**src/rtl/pipe_ctrl_pkg.sv**
```systemverilog
// Shared definitions for the RV32I pipeline sequencer: opcodes, FSM states and
// source-usage decode helpers. Also used by the forwarding unit.
package pipe_ctrl_pkg;

    localparam logic [6:0] OP_RTYPE = 7'b0110011;
    localparam logic [6:0] OP_ITYPE = 7'b0010011;
    localparam logic [6:0] OP_LW    = 7'b0000011;
    localparam logic [6:0] OP_SW    = 7'b0100011;
    localparam logic [6:0] OP_BR    = 7'b1100011;
    localparam logic [6:0] OP_JAL   = 7'b1101111;
    localparam logic [6:0] OP_HALT  = 7'b1111111;

    typedef enum logic [1:0] {
        RUN    = 2'd0,
        DRAIN  = 2'd1,
        HALTED = 2'd2
    } hz_state_t;

    localparam int CNT_W = 4;

    // JAL, HALT and unknown opcodes read no register sources.
    function automatic logic uses_rs1(input logic [6:0] op);
        return (op == OP_RTYPE) || (op == OP_ITYPE) || (op == OP_LW) ||
               (op == OP_SW) || (op == OP_BR);
    endfunction

    function automatic logic uses_rs2(input logic [6:0] op);
        return (op == OP_RTYPE) || (op == OP_SW) || (op == OP_BR);
    endfunction

endpackage

```
**src/rtl/load_use_detect.sv**
```systemverilog
// Combinational load-use detector: flags an ID instruction that reads the
// destination of a load currently in EX.
module load_use_detect
    import pipe_ctrl_pkg::*;
#(
    parameter int REG_ADDR_W = 5
) (
    input  logic [6:0]            id_opcode,
    input  logic [REG_ADDR_W-1:0] id_rs1,
    input  logic [REG_ADDR_W-1:0] id_rs2,
    input  logic                  ex_memread,
    input  logic [REG_ADDR_W-1:0] ex_rd,
    output logic                  load_use
);

    logic rs1_hit;
    logic rs2_hit;

    always_comb begin
        rs1_hit  = uses_rs1(id_opcode) && (id_rs1 == ex_rd);
        rs2_hit  = uses_rs2(id_opcode) && (id_rs2 == ex_rd);
        // x0 is never a real dependency.
        load_use = ex_memread && (ex_rd != '0) && (rs1_hit || rs2_hit);
    end

endmodule

```
**src/rtl/pipeline_hazard_ctrl.sv**
```systemverilog
// Pipeline sequencer: load-use, redirect and freeze control plus the HALT drain FSM.
// Optional HAZARD_STATS_EN adds saturating stall/flush event counters.
module pipeline_hazard_ctrl
    import pipe_ctrl_pkg::*;
#(
    parameter int DRAIN_CYCLES = 4,
    parameter int REG_ADDR_W   = 5
) (
    input  logic                  clk,
    input  logic                  rst_n,
    input  logic [6:0]            id_opcode,
    input  logic [REG_ADDR_W-1:0] id_rs1,
    input  logic [REG_ADDR_W-1:0] id_rs2,
    input  logic                  ex_memread,
    input  logic [REG_ADDR_W-1:0] ex_rd,
    input  logic                  ex_redirect,
    input  logic                  ext_stall,
    output logic                  pc_write,
    output logic                  ifid_write,
    output logic                  ifid_flush,
    output logic                  idex_flush,
    output logic                  drain_active,
    output logic                  halted,
`ifdef HAZARD_STATS_EN
    output logic [15:0]           stall_count,
    output logic [15:0]           flush_count,
`endif
    output logic [1:0]            dbg_state
);

    hz_state_t        state_q, state_d;
    logic [CNT_W-1:0] cnt_q, cnt_d;

    logic load_use;
    logic pc_w, ifid_w, ifid_f, idex_f, drain_a;
    logic lu_bubble, redirect_taken;

    load_use_detect #(
        .REG_ADDR_W (REG_ADDR_W)
    ) u_load_use_detect (
        .id_opcode  (id_opcode),
        .id_rs1     (id_rs1),
        .id_rs2     (id_rs2),
        .ex_memread (ex_memread),
        .ex_rd      (ex_rd),
        .load_use   (load_use)
    );

    always_comb begin
        state_d        = state_q;
        cnt_d          = cnt_q;
        pc_w           = 1'b0;
        ifid_w         = 1'b0;
        ifid_f         = 1'b0;
        idex_f         = 1'b0;
        drain_a        = 1'b0;
        lu_bubble      = 1'b0;
        redirect_taken = 1'b0;
        case (state_q)
            RUN: begin
                if (ext_stall) begin
                    // frozen: all enables and flushes low
                end else if (ex_redirect) begin
                    pc_w           = 1'b1;
                    ifid_w         = 1'b1;
                    ifid_f         = 1'b1;
                    idex_f         = 1'b1;
                    redirect_taken = 1'b1;
                end else if (load_use) begin
                    idex_f    = 1'b1;
                    lu_bubble = 1'b1;
                end else if (id_opcode == OP_HALT) begin
                    idex_f  = 1'b1;
                    state_d = DRAIN;
                    cnt_d   = CNT_W'(DRAIN_CYCLES - 1);
                end else begin
                    pc_w   = 1'b1;
                    ifid_w = 1'b1;
                end
            end
            DRAIN: begin
                drain_a = 1'b1;
                // A stall holds the count so the drain length counts real advances only.
                if (!ext_stall) begin
                    idex_f = 1'b1;
                    if (cnt_q == '0) begin
                        state_d = HALTED;
                    end else begin
                        cnt_d = cnt_q - 1'b1;
                    end
                end
            end
            HALTED: begin
                ifid_f = 1'b1;
                idex_f = 1'b1;
            end
            default: begin
                state_d = RUN;
                cnt_d   = '0;
            end
        endcase
    end

    always_ff @(posedge clk or negedge rst_n) begin
        if (!rst_n) begin
            state_q <= RUN;
            cnt_q   <= '0;
        end else begin
            state_q <= state_d;
            cnt_q   <= cnt_d;
        end
    end

    // Reset gates the controls directly so the pipeline is held clean while rst_n is low.
    assign pc_write     = rst_n & pc_w;
    assign ifid_write   = rst_n & ifid_w;
    assign ifid_flush   = ~rst_n | ifid_f;
    assign idex_flush   = ~rst_n | idex_f;
    assign drain_active = rst_n & drain_a;
    assign halted       = (state_q == HALTED);
    assign dbg_state    = state_q;

`ifdef HAZARD_STATS_EN
    logic [15:0] stall_cnt_q, stall_cnt_d;
    logic [15:0] flush_cnt_q, flush_cnt_d;

    always_comb begin
        stall_cnt_d = stall_cnt_q;
        flush_cnt_d = flush_cnt_q;
        if (lu_bubble && (stall_cnt_q != 16'hFFFF)) begin
            stall_cnt_d = stall_cnt_q + 16'd1;
        end
        if (redirect_taken && (flush_cnt_q != 16'hFFFF)) begin
            flush_cnt_d = flush_cnt_q + 16'd1;
        end
    end

    always_ff @(posedge clk or negedge rst_n) begin
        if (!rst_n) begin
            stall_cnt_q <= '0;
            flush_cnt_q <= '0;
        end else begin
            stall_cnt_q <= stall_cnt_d;
            flush_cnt_q <= flush_cnt_d;
        end
    end

    assign stall_count = stall_cnt_q;
    assign flush_count = flush_cnt_q;
`endif

endmodule

```
**config.mk**
```make
export PLATFORM = sky130hd
export DESIGN_NAME = pipeline_hazard_ctrl
export DESIGN_NICKNAME = d
export VERILOG_FILES = /design/src/rtl/pipe_ctrl_pkg.sv /design/src/rtl/load_use_detect.sv /design/src/rtl/pipeline_hazard_ctrl.sv
export SDC_FILE = /design/constraint.sdc
export NUM_CORES = 1
export LEC_CHECK = 0
export BUFFER_PORTS_ARGS = -buffer_cell sky130_fd_sc_hd__buf_4
export CAP_MARGIN = 20
export CORE_MARGIN = 2
export CORE_UTILIZATION = 31
export CTS_CLUSTER_SIZE = 8
export DETAILED_ROUTE_END_ITERATION = 12
export SLEW_MARGIN = 5
export SYNTH_ARGS = -nofsm -noshare
export SYNTH_HDL_FRONTEND = slang
export SYNTH_SLANG_ARGS = --single-unit
```
**constraint.sdc**
```tcl
create_clock -name clk -period 3.4 [get_ports clk]
set_input_delay 0.34 -clock clk [delete_from_list [all_inputs] [get_ports clk]]
set_output_delay 0.34 -clock clk [all_outputs]
set_load 0.02 [all_outputs]
```
==> impl_metrics.ini, run 1 <==
[status]
status = finished, final reports clean

[routing]
drt-initial-drc-count = 3
vias = 713
wire_per_inst_um = 12.1
drc_errors = 0
wirelength_um = 1680
avgViaCountPerCell = 5.13
dr.pass1.iters = 4
ant_nets = 0

[power_and_ir_drop]
p_per_area_nw_per_um2 = 300
power_uw = 278
cellLeakagePower_nw = 0.413
ir_drop_mv = 0.142

[logic_synthesis]
syn_nets = 106
syn_area_per_cell_sq_um = 8.09
synth_seq_cells = 6
ys_dominant_reg_cell = dfrtp_1
synth_warnings = 0
synth_cell_types = 35
synthArstFlopShare_pct = 100
yosysSeqAreaShare_pct = 24.1
syn_inst = 77
synth_area_sq_um = 623
synth_edf_count = 0

[critical_path]
crit_path_start_kind = primary input
r2r_slack_ps = 1800
crit_end = idex_flush
reg2regPathDepth = 4
cp-end-kind = output pin
worst_ep_arrival_time_ps = 1930
critPathLaunch = rst_n
crit_fanout = 11
r2r-end = cnt_q[1]
crit_type = in2out
r2r-start = dbg_state[0]
cp_data_required_time_ps = 3060

[global_route]
grt.total_usage_pct = 14.7
grt_pass1_wl_um = 2850
grt_pass1_vias = 696
gr-total-overflow = 0
grt_max_degree = 16
antenna_found_initial = 0

[sta]
final_max_slew_viol_count = 0
min_period_ps = 2270
timing.slew.headroom_pct = 71.8
min_period_over_period_pct = 66.9
setup_violations = 0
fin_setup_tns_ps = 0
worst_slew_pin_slew_ps = 423
fmax_ghz = 0.440
fin_skew_ps = 9.32
rsz0062_at_grt = no
hold_viol = 0

[final_layout]
antennaDiodeCount = 0
fin_area_sq_um = 928
finish.utilization_pct = 48.3
nets = 143
stdcell_count = 139
drive_gt1_share_pct = 35.7
area_delta_synth_final_pct = 49.0

[clocking]
clk_path_buf_depth = 2
clk_latency_ps = 250
tritoncts = done
numCtsBuffers = 3
postCtsSetupRepairBufs = 0
cts_resized = 0
clk_pin_slew_ps = 40
cts_sinks = 6
root_buffer = clkbuf_4
htree_levels = 1
holdBufCountCts = 1

[floorplan]
core_sq_um = 1920
die-area_sq_um = 2380
initial_core_util_pct = 32.4
die_y_um = 48.8
ioPinCount = 35
die-width_um = 48.8
rows = 16

[worst_hold_path]
worstHoldPathType = in2reg

[placement]
dp_cells = 135
dpl.hpwl_um = 1350
io_buffers = 34
place_area_sq_um = 896
gp_congestion = 0.786

[flow_run]
max_cap_violations = 0
==> layout make-up <==
| class | instances | area, sq um |
|---|---|---|
| multi-input cells | 61 | 430 |
| fillers | 208 | 993 |
| well taps | 27 | 33.8 |
| flip-flops and latches | 6 | 150 |
| repair buffers | 35 | 265 |
| clock buffers | 3 | 22.5 |
| inverters | 7 | 26.3 |
==> sequential cells by signal, indices dropped and copies added (netlist names) <==
name,cells
cnt_q,4
dbg_state,2
==> synthesized netlist by cell type (2+ instances only) <==
| master | number | area share, % |
|---|---|---|
| a21oi_1 | 3 | 2.4 |
| a32oi_1 | 2 | 2.8 |
| dfrtp_1 | 6 | 24 |
| ha_1 | 2 | 4.0 |
| inv_1 | 7 | 4.2 |
| mux2i_1 | 2 | 3.2 |
| nand2_1 | 4 | 2.4 |
| nand3_1 | 2 | 1.6 |
| nor2_1 | 3 | 1.8 |
| nor2b_1 | 2 | 2.0 |
| nor3_1 | 5 | 4.0 |
| nor4b_1 | 2 | 2.8 |
| o21ai_0 | 6 | 4.8 |
| o22ai_1 | 2 | 2.0 |
| xor2_1 | 9 | 13 |
==> cells by family (layout without fill, tap and decap cells) <==
| group | Yosys count | after routing | share of synthesized area [%] |
|---|---|---|---|
| XOR/XNOR | 10 | 10 | 14.1 |
| AND/OR/NAND/NOR | 24 | 24 | 20.7 |
| buffers and inverters | 10 | 45 | 6.83 |
| flip-flops | 6 | 6 | 24.1 |
| multiplexers | 2 | 2 | 3.21 |
| AO/OA/AOI/OAI | 23 | 23 | 27.1 |
| adder cells (fa/ha/maj) | 2 | 2 | 4.02 |
==> metal layers <==
layer  track usage [%]  share of wire (%)  up-vias
li1                  -                  -      362
met1              18.6                 45      313
met2              24.2                 45       34
met3              3.37                9.2        4
met4              5.71                1.1        0
met5                 0                  0        -
==> power by group <==
part	switching, mW	internal (mW)
sequential	0.0181	0.0814
clock	0.0296	0.0402
combinational	0.0518	0.0571
==> worst min path at each step <==
stage | start | end | slack (ps) | cells after the start
after floorplan | rst_n | cnt_q[0] | 40 | 0
after global placement | rst_n | dbg_state[0] | 170 | 1
after detailed placement | rst_n | dbg_state[0] | 170 | 1
after CTS | ext_stall | dbg_state[0] | 390 | 3
after global routing | ext_stall | dbg_state[0] | 420 | 3
final | ext_stall | dbg_state[0] | 390 | 3
==> cell usage in the layout (no fill, tap or decap), types with 3 or more instances in the layout <==
cell / count
o21ai_0: 6
clkbuf_4: 3
nor3_1: 5
nor2_1: 3
xor2_1: 9
a21oi_1: 3
buf_4: 34
nand2_1: 4
inv_1: 7
dfrtp_1: 6
==> critical path, stage by stage <==
cell           delay (ps)
dlygate4sd3_1         530
buf_4                 170
nor4b_1               340
o21ai_0               150
a31oi_1               160
a211oi_1               70
buf_4                 170
==> through the flow <==
| step | worst slack [ps] | hold slack [ps] |
|---|---|---|
| 5_1_grt | 877 | 419 |
| 4_1_cts | 1130 | 387 |
| 2_1_floorplan | 1510 | 44.4 |
| 6_report | 1130 | 393 |
| 3_5_place_dp | 1440 | 170 |
| 3_3_place_gp | 1470 | 168 |
Power figures use the tool's default switching activity.
==> run 2: changes to the inputs <==
Clock period 3.4 ns to 1.9 ns, I/O delays scaled along.
==> impl_metrics.ini, run 2 (synthesis gave the netlist of run 1 again) <==
[status]
status = finished, final reports clean

[global_route]
grt_pass1_wl_um = 2790
antenna_found_initial = 0
grt.total_usage_pct = 14.6
grt_max_degree = 12
grt_pass1_vias = 679
gr-total-overflow = 0

[sta]
worst_slew_pin_slew_ps = 327
setup_violations = 0
final_max_slew_viol_count = 0
fin_setup_tns_ps = 0
hold_viol = 0
timing.slew.headroom_pct = 78.2
min_period_ps = 1750
rsz0062_at_grt = no
fmax_ghz = 0.571
fin_skew_ps = 5.49
min_period_over_period_pct = 92.2

[power_and_ir_drop]
cell_internal_pwr_uw = 327
pwr-share-comb_pct = 43.1
ir_drop_mv = 0.206
cellLeakagePower_nw = 0.428
p_seq_share_pct = 33.6
switching_share_pct = 34.2
p_switching_uw = 170
p_per_area_nw_per_um2 = 519
power_frac_clock_pct = 23.3

[clocking]
numCtsBuffers = 3
htree_levels = 1
clk_pin_slew_ps = 50
cts_sinks = 6
clk_path_buf_depth = 2
tritoncts = done
clk_latency_ps = 240
root_buffer = clkbuf_4
postCtsSetupRepairBufs = 0

[final_layout]
top_register = cnt_q
drive_gt1_share_pct = 37.7
layout_common_cells = 36 x buf_4, 9 x xor2_1, 7 x inv_1
stdcell_count = 141
area_delta_synth_final_pct = 53.8
nets = 145
finish.utilization_pct = 49.9
antennaDiodeCount = 0
final_common_cell = buf_4
fin_area_sq_um = 958
largest_reg_flops = 4

[routing]
ant_nets = 0
maxUsedRoutingLayer = met3
wirelength_um = 1630
drc_errors = 0
met3WireLength_um = 150
drt-initial-drc-count = 9
dr.pass1.iters = 4
avgViaCountPerCell = 4.97
wire_per_inst_um = 11.5
vias = 701
dr_wl_met2_um = 742
m1WireLength_um = 733

[critical_path]
slowest_delay_ps = 480
crit_type = reg2out
cp-end-kind = output pin
path_cells = nor4b_4 -> o21ai_0 -> a31oi_1 -> a211oi_1 -> buf_4
path_delay_family = flip-flops
path_buf_inv = 1
r2r_slack_ps = 410
worst_ep_arrival_time_ps = 1560
critical-path-slowest-cell = dfrtp_1
crit_fanout = 9
crit_path_start_kind = register
cp_data_required_time_ps = 1710

[placement]
io_buffers = 34
place_area_sq_um = 911
dp_cells = 137
dpl.hpwl_um = 1340
gp_congestion = 0.753

[floorplan]
die-width_um = 48.8
core_sq_um = 1920
initial_core_util_pct = 32.4
die-area_sq_um = 2380
rows = 16
die_y_um = 48.8
ioPinCount = 35

[worst_hold_path]
worstHoldPathType = in2reg

[flow_run]
max_cap_violations = 0
## run 2: metal layers
| layer | GRT usage [%] | up-vias |
|---|---|---|
| met5 | 0 | - |
| met4 | 5.71 | 0 |
| met3 | 3.37 | 0 |
| met2 | 23.5 | 37 |
| met1 | 18.9 | 301 |
| li1 | - | 363 |
## run 2: path summary, 6_finish.rpt
path                               from           end  cells after the start
max                        dbg_state[0]    idex_flush                      5
min                           ext_stall  dbg_state[0]                      3
max reg2reg                dbg_state[0]      cnt_q[1]                      4
min reg2reg                    cnt_q[0]      cnt_q[0]                      1
max in group asynchronous         rst_n      cnt_q[1]                      2
min in group asynchronous         rst_n  dbg_state[1]                      2
## run 2: area by class of cell
cell class                      count  area, sq um
Timing Repair Buffer               37          280
Sequential cell                     6          150
Multi-Input combinational cell     61          445
Fill cell                         202          963
Tap cell                           27         33.8
Inverter                            7         26.3
Clock buffer                        3         22.5
## run 2: what timing repair did
item | CTS | global route
setup endpoints to repair | 0 | 1
hold buffers | 1 | 0
resized for setup | 0 | 2
endpoints found under the hold margin | 6 | 0
## run 2: worst register-to-register path, delay by kind of cell, from the launching register on
kind / cells / cell delay [ps]
AO/OA/AOI/OAI: 3 / 700
AND/OR/NAND/NOR: 1 / 200
flip-flops: 1 / 480
## run 2: stage by stage
step           hold WS [ps]  setup WS [ps]  power, mW
2_1_floorplan          -106            174      0.276
3_3_place_gp           17.5            178      0.375
3_5_place_dp           18.3            182      0.377
4_1_cts                 238           9.74      0.501
5_1_grt                 246           23.2      0.535
6_report                255            148      0.497
## run 2: power groups by stage
stage          registers [mW]  logic (mW)  clock network (mW)
3_5_place_dp            0.166       0.212                   0
3_3_place_gp            0.166       0.208                   0
2_1_floorplan           0.168       0.107                   0
4_1_cts                 0.165       0.213               0.123
5_1_grt                 0.170       0.235               0.131
6_report                0.167       0.214               0.116
==> run 3: changes to the inputs <==
Settings changed: CORE_MARGIN 2 to 3, CTS_CLUSTER_DIAMETER set to 100.
==> impl_metrics.ini, run 3 (synthesis gave the netlist of run 1 again) <==
[final_layout]
area_delta_synth_final_pct = 53.0
final_common_cell = buf_4
largest_reg_flops = 4
top_register = cnt_q
nets = 145
layout_common_cells = 36 x buf_4, 9 x xor2_1, 7 x inv_1
fin_area_sq_um = 953
drive_gt1_share_pct = 38.6
antennaDiodeCount = 0

[placement]
dpl.hpwl_um = 1410
io_buffers = 34
gp_congestion = 0.792
place_area_sq_um = 908
dp_slack_ps = 242

[critical_path]
cp-end-kind = output pin
crit_path_start_kind = register
r2r-end = cnt_q[1]
r2r_slack_ps = 440
worst_ep_arrival_time_ps = 1540
crit_type = reg2out
crit_fanout = 7
cp_data_required_time_ps = 1710
reg2regPathDepth = 5
r2r-start = cnt_q[0]

[floorplan]
die-width_um = 50.8
die_y_um = 50.8
core_sq_um = 1800
die-area_sq_um = 2580
initial_core_util_pct = 34.6
rows = 15
ioPinCount = 35

[clocking]
root_buffer = clkbuf_4
clk_latency_ps = 250
clk_pin_slew_ps = 40
tritoncts = done
cts_sinks = 6
clk_path_buf_depth = 2
numCtsBuffers = 3
htree_levels = 1

[sta]
min_period_over_period_pct = 90.9
rsz0062_at_grt = no
timing.slew.headroom_pct = 78.8
whs_ps = 242
timing.final.ws_setup_ps = 174
fin_setup_tns_ps = 0
setup_violations = 0
hold_viol = 0
worst_slew_pin_slew_ps = 318
min_period_ps = 1730
fin_skew_ps = 3.22
fmax_ghz = 0.579
final_max_slew_viol_count = 0

[routing]
vias = 707
dr.pass1.iters = 4
drc_errors = 0
drt-initial-drc-count = 13
wire_per_inst_um = 12.0
wirelength_um = 1670
avgViaCountPerCell = 5.09
ant_nets = 0

[global_route]
grt_pass1_wl_um = 2870
gr-total-overflow = 0
antenna_found_initial = 0
grt.total_usage_pct = 14.8
grt_pass1_vias = 713
grt_max_degree = 12

[flow_run]
max_cap_violations = 0

[power_and_ir_drop]
cellLeakagePower_nw = 0.426
ir_drop_mv = 0.355
p_per_area_nw_per_um2 = 521

[worst_hold_path]
whs_path_depth = 3
hold_end = dbg_state[0]
worstHoldPathType = in2reg
hold_path_startpoint = ext_stall

[status]
status = finished, final reports clean
run 3: cell count changes in the layout (fill, tap and decap cells not counted):
cell     change
nor4b_2      +2
nor4b_1      -1
nor4b_4      -1
run 3: cell type report:
class / instances / area [sq um]
Multi-Input combinational cell: 61 / 443
Inverter: 7 / 26.3
Timing Repair Buffer: 37 / 280
Tap cell: 25 / 31.3
Clock buffer: 3 / 22.5
Fill cell: 204 / 848
Sequential cell: 6 / 150
run 3: report_power, final:
part	internal [mW]	total, mW	switching [mW]
logic	0.109	0.216	0.107
registers	0.146	0.165	0.0185
clock network	0.0713	0.116	0.0450
run 3: metrics by stage:
stage,power (mW),utilization [%],instances
CTS,0.499,52.2,139
floorplan,0.276,-,77
global placement,0.376,50.4,135
detailed placement,0.378,50.4,135
finish,0.497,52.9,139
global route,0.541,52.9,139
run 3: metal layers:
metal / routed length [um] / up-vias / GRT usage (%)
li1: - / 360 / -
met1: 674 / 317 / 16.8
met2: 820 / 26 / 24.3
met3: 134 / 4 / 4.96
met4: 38 / 0 / 8.07
met5: 0 / - / 0
run 3: worst max-delay path by stage:
stage | end | from | slack (ps) | cells after the start
2_1_floorplan | idex_flush | dbg_state[1] | 170 | 4
3_3_place_gp | ifid_write | ex_rd[2] | 250 | 6
3_5_place_dp | pc_write | ex_rd[2] | 240 | 6
4_1_cts | idex_flush | dbg_state[0] | 70 | 5
5_1_grt | idex_flush | dbg_state[0] | 30 | 5
6_report | idex_flush | dbg_state[0] | 170 | 5
run 3: what timing repair did:
| item | 4_1_cts | 5_1_grt |
|---|---|---|
| endpoints found under the setup margin | 0 | 3 |
| hold buffers | 1 | 0 |
| gates resized for setup | 0 | 2 |
| buffers inserted | 0 | 0 |
| endpoints found under the hold margin | 6 | 0 |
run 3: critical path, stage by stage (launching register included):
cell	delay, ps
dfrtp_1	450
nor4b_2	310
o21ai_0	120
a31oi_1	160
a211oi_1	70
buf_4	170
